==> src/rtl/rns_rev_conv_4051.sv <==
// Residue-to-binary converter for the RNS {4051, 4096}.
// Mixed-radix rebuild x = r_p + 4096*k with k formed by MSB-first shift-add.
module rns_rev_conv_4051 #(
  parameter int MOD = 4051,
  parameter int W   = 12,
  parameter int INV = 3961
) (
  input  logic           clk,
  input  logic           rst,
  input  logic           in_valid,
  output logic           in_ready,
  input  logic [W-1:0]   r_m,
  input  logic [W-1:0]   r_p,
  output logic           out_valid,
  input  logic           out_ready,
  output logic [2*W-1:0] out_x,
  output logic           out_err
);

  localparam int IW = $clog2(W);
  localparam logic [W:0]   MODW = (W+1)'(MOD);
  localparam logic [W-1:0] INVW = W'(INV);

  typedef enum logic [1:0] {
    IDLE, DIFF, MUL, DONE
  } state_t;

  state_t state_q, state_d;

  logic [W-1:0]   rm_q, rm_d;
  logic [W-1:0]   rp_q, rp_d;
  logic           err_q, err_d;
  logic [W-1:0]   d_q, d_d;
  logic [W-1:0]   acc_q, acc_d;
  logic [IW-1:0]  i_q, i_d;
  logic           ov_q, ov_d;
  logic [2*W-1:0] ox_q, ox_d;
  logic           oe_q, oe_d;

  logic [W:0] rp_red, d_full;
  logic [W:0] a2, a2r, sum, sumr, acc_nx;

  always_ff @(posedge clk or posedge rst) begin
    if (rst) begin
      state_q <= IDLE;
      rm_q    <= '0;
      rp_q    <= '0;
      err_q   <= 1'b0;
      d_q     <= '0;
      acc_q   <= '0;
      i_q     <= '0;
      ov_q    <= 1'b0;
      ox_q    <= '0;
      oe_q    <= 1'b0;
    end else begin
      state_q <= state_d;
      rm_q    <= rm_d;
      rp_q    <= rp_d;
      err_q   <= err_d;
      d_q     <= d_d;
      acc_q   <= acc_d;
      i_q     <= i_d;
      ov_q    <= ov_d;
      ox_q    <= ox_d;
      oe_q    <= oe_d;
    end
  end

  // All compares happen before subtracts, in W+1 bits, so nothing wraps.
  always_comb begin
    rp_red = ({1'b0, rp_q} >= MODW) ? {1'b0, rp_q} - MODW
                                    : {1'b0, rp_q};
    d_full = ({1'b0, rm_q} >= rp_red) ? {1'b0, rm_q} - rp_red
                                      : {1'b0, rm_q} + MODW - rp_red;
    a2     = {acc_q, 1'b0};
    a2r    = (a2 >= MODW) ? a2 - MODW : a2;
    sum    = a2r + {1'b0, d_q};
    sumr   = (sum >= MODW) ? sum - MODW : sum;
    acc_nx = INVW[i_q] ? sumr : a2r;
  end

  always_comb begin
    state_d = state_q;
    unique case (state_q)
      IDLE: if (in_valid) state_d = DIFF;
      DIFF: state_d = err_q ? DONE : MUL;
      MUL:  if (i_q == '0) state_d = DONE;
      DONE: if (ov_q && out_ready) state_d = IDLE;
      default: state_d = IDLE;
    endcase
  end

  always_comb begin
    rm_d  = rm_q;
    rp_d  = rp_q;
    err_d = err_q;
    d_d   = d_q;
    acc_d = acc_q;
    i_d   = i_q;
    ov_d  = ov_q;
    ox_d  = ox_q;
    oe_d  = oe_q;
    unique case (state_q)
      IDLE: begin
        if (in_valid) begin
          rm_d  = r_m;
          rp_d  = r_p;
          err_d = ({1'b0, r_m} >= MODW);
        end
      end
      DIFF: begin
        d_d   = d_full[W-1:0];
        acc_d = '0;
        i_d   = IW'(W-1);
      end
      MUL: begin
        acc_d = acc_nx[W-1:0];
        if (i_q != '0) i_d = i_q - IW'(1);
      end
      DONE: begin
        // First DONE cycle loads the output register; later ones wait.
        if (!ov_q) begin
          ov_d = 1'b1;
          ox_d = err_q ? '0 : {acc_q, rp_q};
          oe_d = err_q;
        end else if (out_ready) begin
          ov_d = 1'b0;
        end
      end
      default: ;
    endcase
  end

  always_comb begin
    in_ready  = (state_q == IDLE);
    out_valid = ov_q;
    out_x     = ox_q;
    out_err   = oe_q;
  end

endmodule
==> config.mk <==
export PLATFORM = sky130hd
export DESIGN_NAME = rns_rev_conv_4051
export DESIGN_NICKNAME = d
export VERILOG_FILES = /design/src/rtl/rns_rev_conv_4051.sv
export SDC_FILE = /design/constraint.sdc
export NUM_CORES = 1
export LEC_CHECK = 0
export CAP_MARGIN = 20
export CORE_UTILIZATION = 55
export CTS_BUF_LIST = sky130_fd_sc_hd__clkbuf_16
export DETAILED_ROUTE_END_ITERATION = 7
export PLACE_DENSITY = 0.8
export SLEW_MARGIN = 20
export SYNTH_ARGS = -nofsm -noshare
export SYNTH_HDL_FRONTEND = slang
export SYNTH_SLANG_ARGS = --single-unit
==> constraint.sdc <==
create_clock -name clk -period 11.5 [get_ports clk]
set_input_delay 2.3 -clock clk [delete_from_list [all_inputs] [get_ports clk]]
set_output_delay 2.3 -clock clk [all_outputs]
set_load 0.005 [all_outputs]
==> metrics, run 1 <==
crit path kind reg -> reg; final-layout fill cell count 817; first-pass GRT wire length 23.5 mm; CTS tree built; Critical Path Start Type flip-flop; hold_sp out_x[22]$_DFFE_PP0P_; IO Pins 55; MaxCap Viol Count 0; HP Class reg -> reg; gr ovfl total 0; Netlist Area Pre-Place 0.00609 sq mm; total negative setup slack 0 ns; Worst setup EP type flip-flop; CTS sink count 81; fmax 223 MHz; Area Growth Syn to Fin 15.6%; routed wire length 14.2 mm; Die ar. 0.0115 sq mm; minimum clock period after layout 4.49 ns; Layout Nets 818; Synth cell types 67; detailed placement HPWL 10.7 mm; clock skew 0.0128 ns; first-iteration detailed-routing DRC count 233; post-route antenna net violation count 0; RePlAce Congestion 0.911; Async SR Flop Fraction 100%; Final Non-Filler Cells 876; Final Hold Violating Endpoints 0; postcts setup bufs 0; FP Rows 38; pin count of the biggest net entering global routing 82; Yosys top cell by area dfrtp_1; Clk pin slew, worst setup/hold paths 0.07 ns; share of cells above drive strength 1 8.02%; Diodes inserted 0; Post-synth EDFFs 0; CTS Buffer Depth 2; Die X 107 um; Worst-Skew Late Latency 0.35 ns; initial antenna violation count 0; Tcrit/Tclk final 39.1%; IO buf count 54; dpl cells 860; commonest cells after routing, fill and taps aside dfrtp_1, nand2_1, inv_1; crit path DAT 4.68 ns; number of gates resized after CTS 0; leading cell type in the layout, fill and taps excluded dfrtp_1; Root Buffer clkbuf_16; Overall Global Routing Usage 25.9%; routed len/inst 16.2 um; Core Util, Final 65.2%; Synth top area share 33.3%; Initial Utilization 56.4%; Hold WS 0.476 ns; core area 0.0108 sq mm; Max FO, Critical Path 6; Slew headroom 30.2%; via count 5062; flops & latches, synth 81; Mean Syn Cell Area 8.92 sq um; Die Ht 107 um; Post-synth top flop dfrtp_1; reg2reg setup slack 7.01 ns; first-pass iteration count of the detailed router 5; reg-to-reg startpoint rp_q[0]$_DFFE_PP0P_; setup violators final 0; cts hold-fix bufs 0; Via-to-Cell Ratio 5.78; Slew Viols, Final 0; status completed; Net Count, Synth 770; # DRC 0; WP data required 11.69 ns; RSZ-0062 raised after global routing false; register area share after synthesis 33.3%; crit path from rp_q[0]$_DFFE_PP0P_; vias in the first global route 4971; Cells after Synth 683; CTS buffer count 9; total number of yosys warnings 0; largest cells by area after synthesis dfrtp_1, ha_1, mux2_2; H-Tree Depth 3; Slew @ Worst Pin 1.04 ns
==> Yosys cell counts, drive strengths merged, types with 4 or more instances <==
library cell / count
dfrtp: 81
nor2b: 15
o21ai: 43
clkbuf: 16
nand3: 18
fa: 6
o211ai: 8
a21oi: 42
nand2b: 24
xnor2: 27
a31oi: 5
mux2i: 18
nor2: 48
inv: 56
and3: 5
nand2: 73
a21o: 10
and2: 8
ha: 53
o31ai: 7
o221ai: 4
mux2: 28
buf: 4
nor4: 4
nor3: 9
o31a: 5
nand4: 5
a31o: 4
a211oi: 4
xor2: 12
==> cell families (layout without fill, tap and decap cells) <==
family / count (synthesis) / count (layout) / share of synthesized area (%)
DFF: 81 / 81 / 33.3
and+or+nand+nor: 220 / 220 / 17.5
adders and majority gates: 59 / 59 / 12.9
xor gates and xnor gates: 39 / 39 / 5.61
buffers and inverters: 76 / 129 / 4.89
muxes: 46 / 46 / 8.13
AOI/OAI and AO/OA: 162 / 162 / 17.7
==> layout make-up <==
type                    instances  area [sq um]  share of cell area, %
multi-input cells             526          3770                   53.5
flip-flops and latches         81          2030                   28.8
repair buffers                 57           567                   8.05
clock buffers                   9           225                   3.20
inverters                      56           211                   3.00
well taps                     140           175                   2.49
clock inverters                 7          68.8                  0.977
==> sequential cells by signal, indices dropped and copies added (netlist names) <==
name and cells:
acc_q 12, d_q 12, err_q 1, i_q 4
out_err 1, out_valid 1, out_x 24, rm_q 12
rp_q 12, state_q 2
==> per-stage QoR <==
stage / instance area (sq um) / worst slack (ns)
3_5_place_dp: 6740 / 7.08
2_1_floorplan: 6090 / 7.12
5_1_grt: 7040 / 6.65
3_3_place_gp: 6740 / 7.23
6_report: 7040 / 7.01
4_1_cts: 7040 / 7.03
==> per-layer routing <==
metal | wire (um) | global-route usage (%)
met1 | 6130 | 31.7
met2 | 7060 | 45.1
met3 | 559 | 3.77
met4 | 429 | 11.5
met5 | 0 | 0
==> critical path: stages, from the launching register on <==
cell and delay (ns):
dfrtp_1 0.44, ha_1 0.28, a2111o_1 0.14, a21oi_1 0.08, nor3_1 0.50, mux2i_1 0.37
ha_1 0.32, ha_1 0.24, fa_1 0.42, a21oi_1 0.25, o2111ai_1 0.19, a31o_2 0.26
a21oi_1 0.17, xnor2_1 0.14, mux2_2 0.34, a21oi_1 0.11, o22ai_1 0.09
==> worst paths after layout <==
path | cells after the start | end
setup / recovery | 16 | d_q[11]$_DFFE_PP0P_
hold / removal | 2 | out_x[22]$_DFFE_PP0P_
setup reg to reg | 16 | d_q[11]$_DFFE_PP0P_
hold reg to reg | 2 | out_x[22]$_DFFE_PP0P_
max in group asynchronous | 3 | rm_q[11]$_DFFE_PP0P_
min in group asynchronous | 3 | out_valid$_DFFE_PP0N_
Power of run 1 is left out: the tool's default activity adds up to more than one toggle a clock period on the data nets, which glitch-free logic cannot reach.
==> run 2: changes to the inputs <==
==> constraint.sdc (replaced) <==
create_clock -name clk -period 4.5 [get_ports clk]
set_input_delay 0.9 -clock clk [delete_from_list [all_inputs] [get_ports clk]]
set_output_delay 0.9 -clock clk [all_outputs]
set_load 0.005 [all_outputs]
==> run 2 against run 1 <==
  * Critical endpoint unchanged
  * Design area up 0.75%
  * Global-route usage up 0.47 points
  * Fmax increased by 5.6%
  * Register-to-register slack got worse by 6.8 ns
  * Utilization grew 0.49 points
  * Critical path type unchanged
  * Cell count is the same
  * Non-clock buffer count grew 1
==> metrics, run 2 (synthesized netlist as in run 1, its figures left out) <==
Die X 107 um (unchanged); setup violators final 0 (unchanged); Area Growth Syn to Fin 16.5%; post-route antenna net violation count 0 (unchanged); MaxCap Viol Count 0 (unchanged); Slew @ Worst Pin 1.05 ns (+0.00538 ns); CTS sink count 81 (unchanged); HP Class reg -> reg; detailed placement HPWL 10.9 mm (+2.2%); Critical Path Start Type flip-flop; Final Hold Violating Endpoints 0 (unchanged); share of cells above drive strength 1 9.24% (+1.2 points); core area 0.0108 sq mm (unchanged); Overall Global Routing Usage 26.4% (+0.47 points); first-pass iteration count of the detailed router 4 (-1); CTS Buffer Depth 2 (unchanged); Die Ht 107 um (unchanged); Root Buffer clkbuf_16; DP Worst Slack 0.107 ns (-6.98 ns); vias in the first global route 4964 (-0.14%); CTS tree built; IO Pins 55 (unchanged); IO buf count 54 (unchanged); Core Util, Final 65.7% (+0.49 points); leading cell type in the layout, fill and taps excluded dfrtp_1; Clk pin slew, worst setup/hold paths 0.06 ns (about the same); H-Tree Depth 3 (unchanged); Die ar. 0.0115 sq mm (unchanged); Worst setup EP type flip-flop; RePlAce Congestion 0.921 (+1.0%); Initial Utilization 56.4% (unchanged); Layout Nets 819 (+0.12%); Largest register FFs 24 (unchanged); WP data required 4.69 ns (-7.00 ns); crit path kind reg -> reg; cts hold-fix bufs 0 (unchanged); routed len/inst 16.5 um (+2.2%); Worst Setup Slack, final 0.249 ns (-6.76 ns); Tcrit/Tclk final 94.5% (+55 points); gr ovfl total 0 (unchanged); clock skew 0.0116 ns (-0.00117 ns); Max FO, Critical Path 6 (unchanged); # DRC 0 (unchanged); status completed; commonest cells after routing, fill and taps aside dfrtp_1, nand2_1, inv_1; FP Rows 38 (unchanged); Diodes inserted 0 (unchanged); CTS buffer count 9 (unchanged); routed wire length 14.5 mm (+2.2%); via count 5031 (-0.61%); Via-to-Cell Ratio 5.74 (-0.61%); initial antenna violation count 0 (unchanged); pin count of the biggest net entering global routing 60 (-27%); minimum clock period after layout 4.25 ns (-0.240 ns); Slew Viols, Final 0 (unchanged); fmax 235 MHz (+5.6%); Slew headroom 29.8% (-0.36 points); first-iteration detailed-routing DRC count 282 (+21%); crit path DAT 4.44 ns (-0.24 ns); first-pass GRT wire length 23.9 mm (+1.4%); Worst-Skew Late Latency 0.35 ns (about the same)
-- run 2: changes by cell type in the layout (fill, tap and decap cells not counted), moves of 2 or more --
cell,previous run,this run
inv_6,2,0
clkinv_2,2,0
buf_4,2,4
dfrtp_1,81,79
dfrtp_2,0,2
-- run 2: final cells by class --
| cell class | instances | area (sq um) |
|---|---|---|
| clock inverter | 6 | 92.6 |
| multi-input combinational | 526 | 3790 |
| tap | 140 | 175 |
| sequential | 81 | 2030 |
| fill | 880 | 3700 |
| clock buffer | 9 | 225 |
| timing repair buffer | 58 | 571 |
| inverter | 56 | 213 |
-- run 2: critical path: stages (launching register included) --
cell and delay [ns]:
dfrtp_2 0.45, ha_2 0.23, a2111o_1 0.39, a21oi_1 0.19
nor3_2 0.10, mux2i_2 0.24, ha_1 0.29, ha_1 0.24
fa_1 0.42, a21oi_2 0.24, o2111ai_2 0.17, a31o_2 0.26
a21oi_1 0.16, xnor2_1 0.14, mux2_2 0.35, a21oi_1 0.13
o22ai_1 0.09
-- run 2: path summary, 6_finish.rpt --
kind	start	end	slack, ns	cells after the start
setup / recovery	rp_q[0]$_DFFE_PP0P_	d_q[11]$_DFFE_PP0P_	0.25	16
hold / removal	out_x[22]$_DFFE_PP0P_	out_x[22]$_DFFE_PP0P_	0.48	2
setup reg to reg	rp_q[0]$_DFFE_PP0P_	d_q[11]$_DFFE_PP0P_	0.25	16
hold reg to reg	out_x[22]$_DFFE_PP0P_	out_x[22]$_DFFE_PP0P_	0.48	2
max in group asynchronous	rst	d_q[0]$_DFFE_PP0P_	2.64	3
min in group asynchronous	rst	out_x[2]$_DFFE_PP0P_	1.05	2
-- run 2: repair_timing --
action	CTS	global route
endpoints found under the setup margin	0	13
setup buffers	0	0
endpoints found under the hold margin	0	0
gates resized for setup	0	9
-- run 2: through the flow --
| stage | std cells | setup TNS [ns] | hold slack (ns) | area (sq um) |
|---|---|---|---|---|
| floorplan | 683 | 0 | 0.473 | 6090 |
| global placement | 861 | 0 | 0.466 | 6750 |
| detailed placement | 861 | 0 | 0.469 | 6750 |
| CTS | 876 | 0 | 0.484 | 7070 |
| global route | 876 | -0.0429 | 0.518 | 7090 |
| finish | 876 | 0 | 0.478 | 7090 |
-- run 2: metal layers --
layer / routed length [um] / track usage [%]
met4: 270 / 10.2
met1: 6320 / 32.1
met3: 456 / 3.65
met5: 0 / 0
met2: 7440 / 47.0
Power of run 2 is left out for the same reason.
==> run 3: changes to the inputs <==
--- a/config.mk
+++ b/config.mk
@@ -6,6 +6,7 @@
 export NUM_CORES = 1
 export LEC_CHECK = 0
 export CAP_MARGIN = 20
+export CORE_MARGIN = 1
 export CORE_UTILIZATION = 55
 export CTS_BUF_LIST = sky130_fd_sc_hd__clkbuf_16
 export DETAILED_ROUTE_END_ITERATION = 7
==> results of run 3 <==
No change in the layout: final DEF, timing and power equal those of run 2.
Power of run 3 is left out for the same reason.
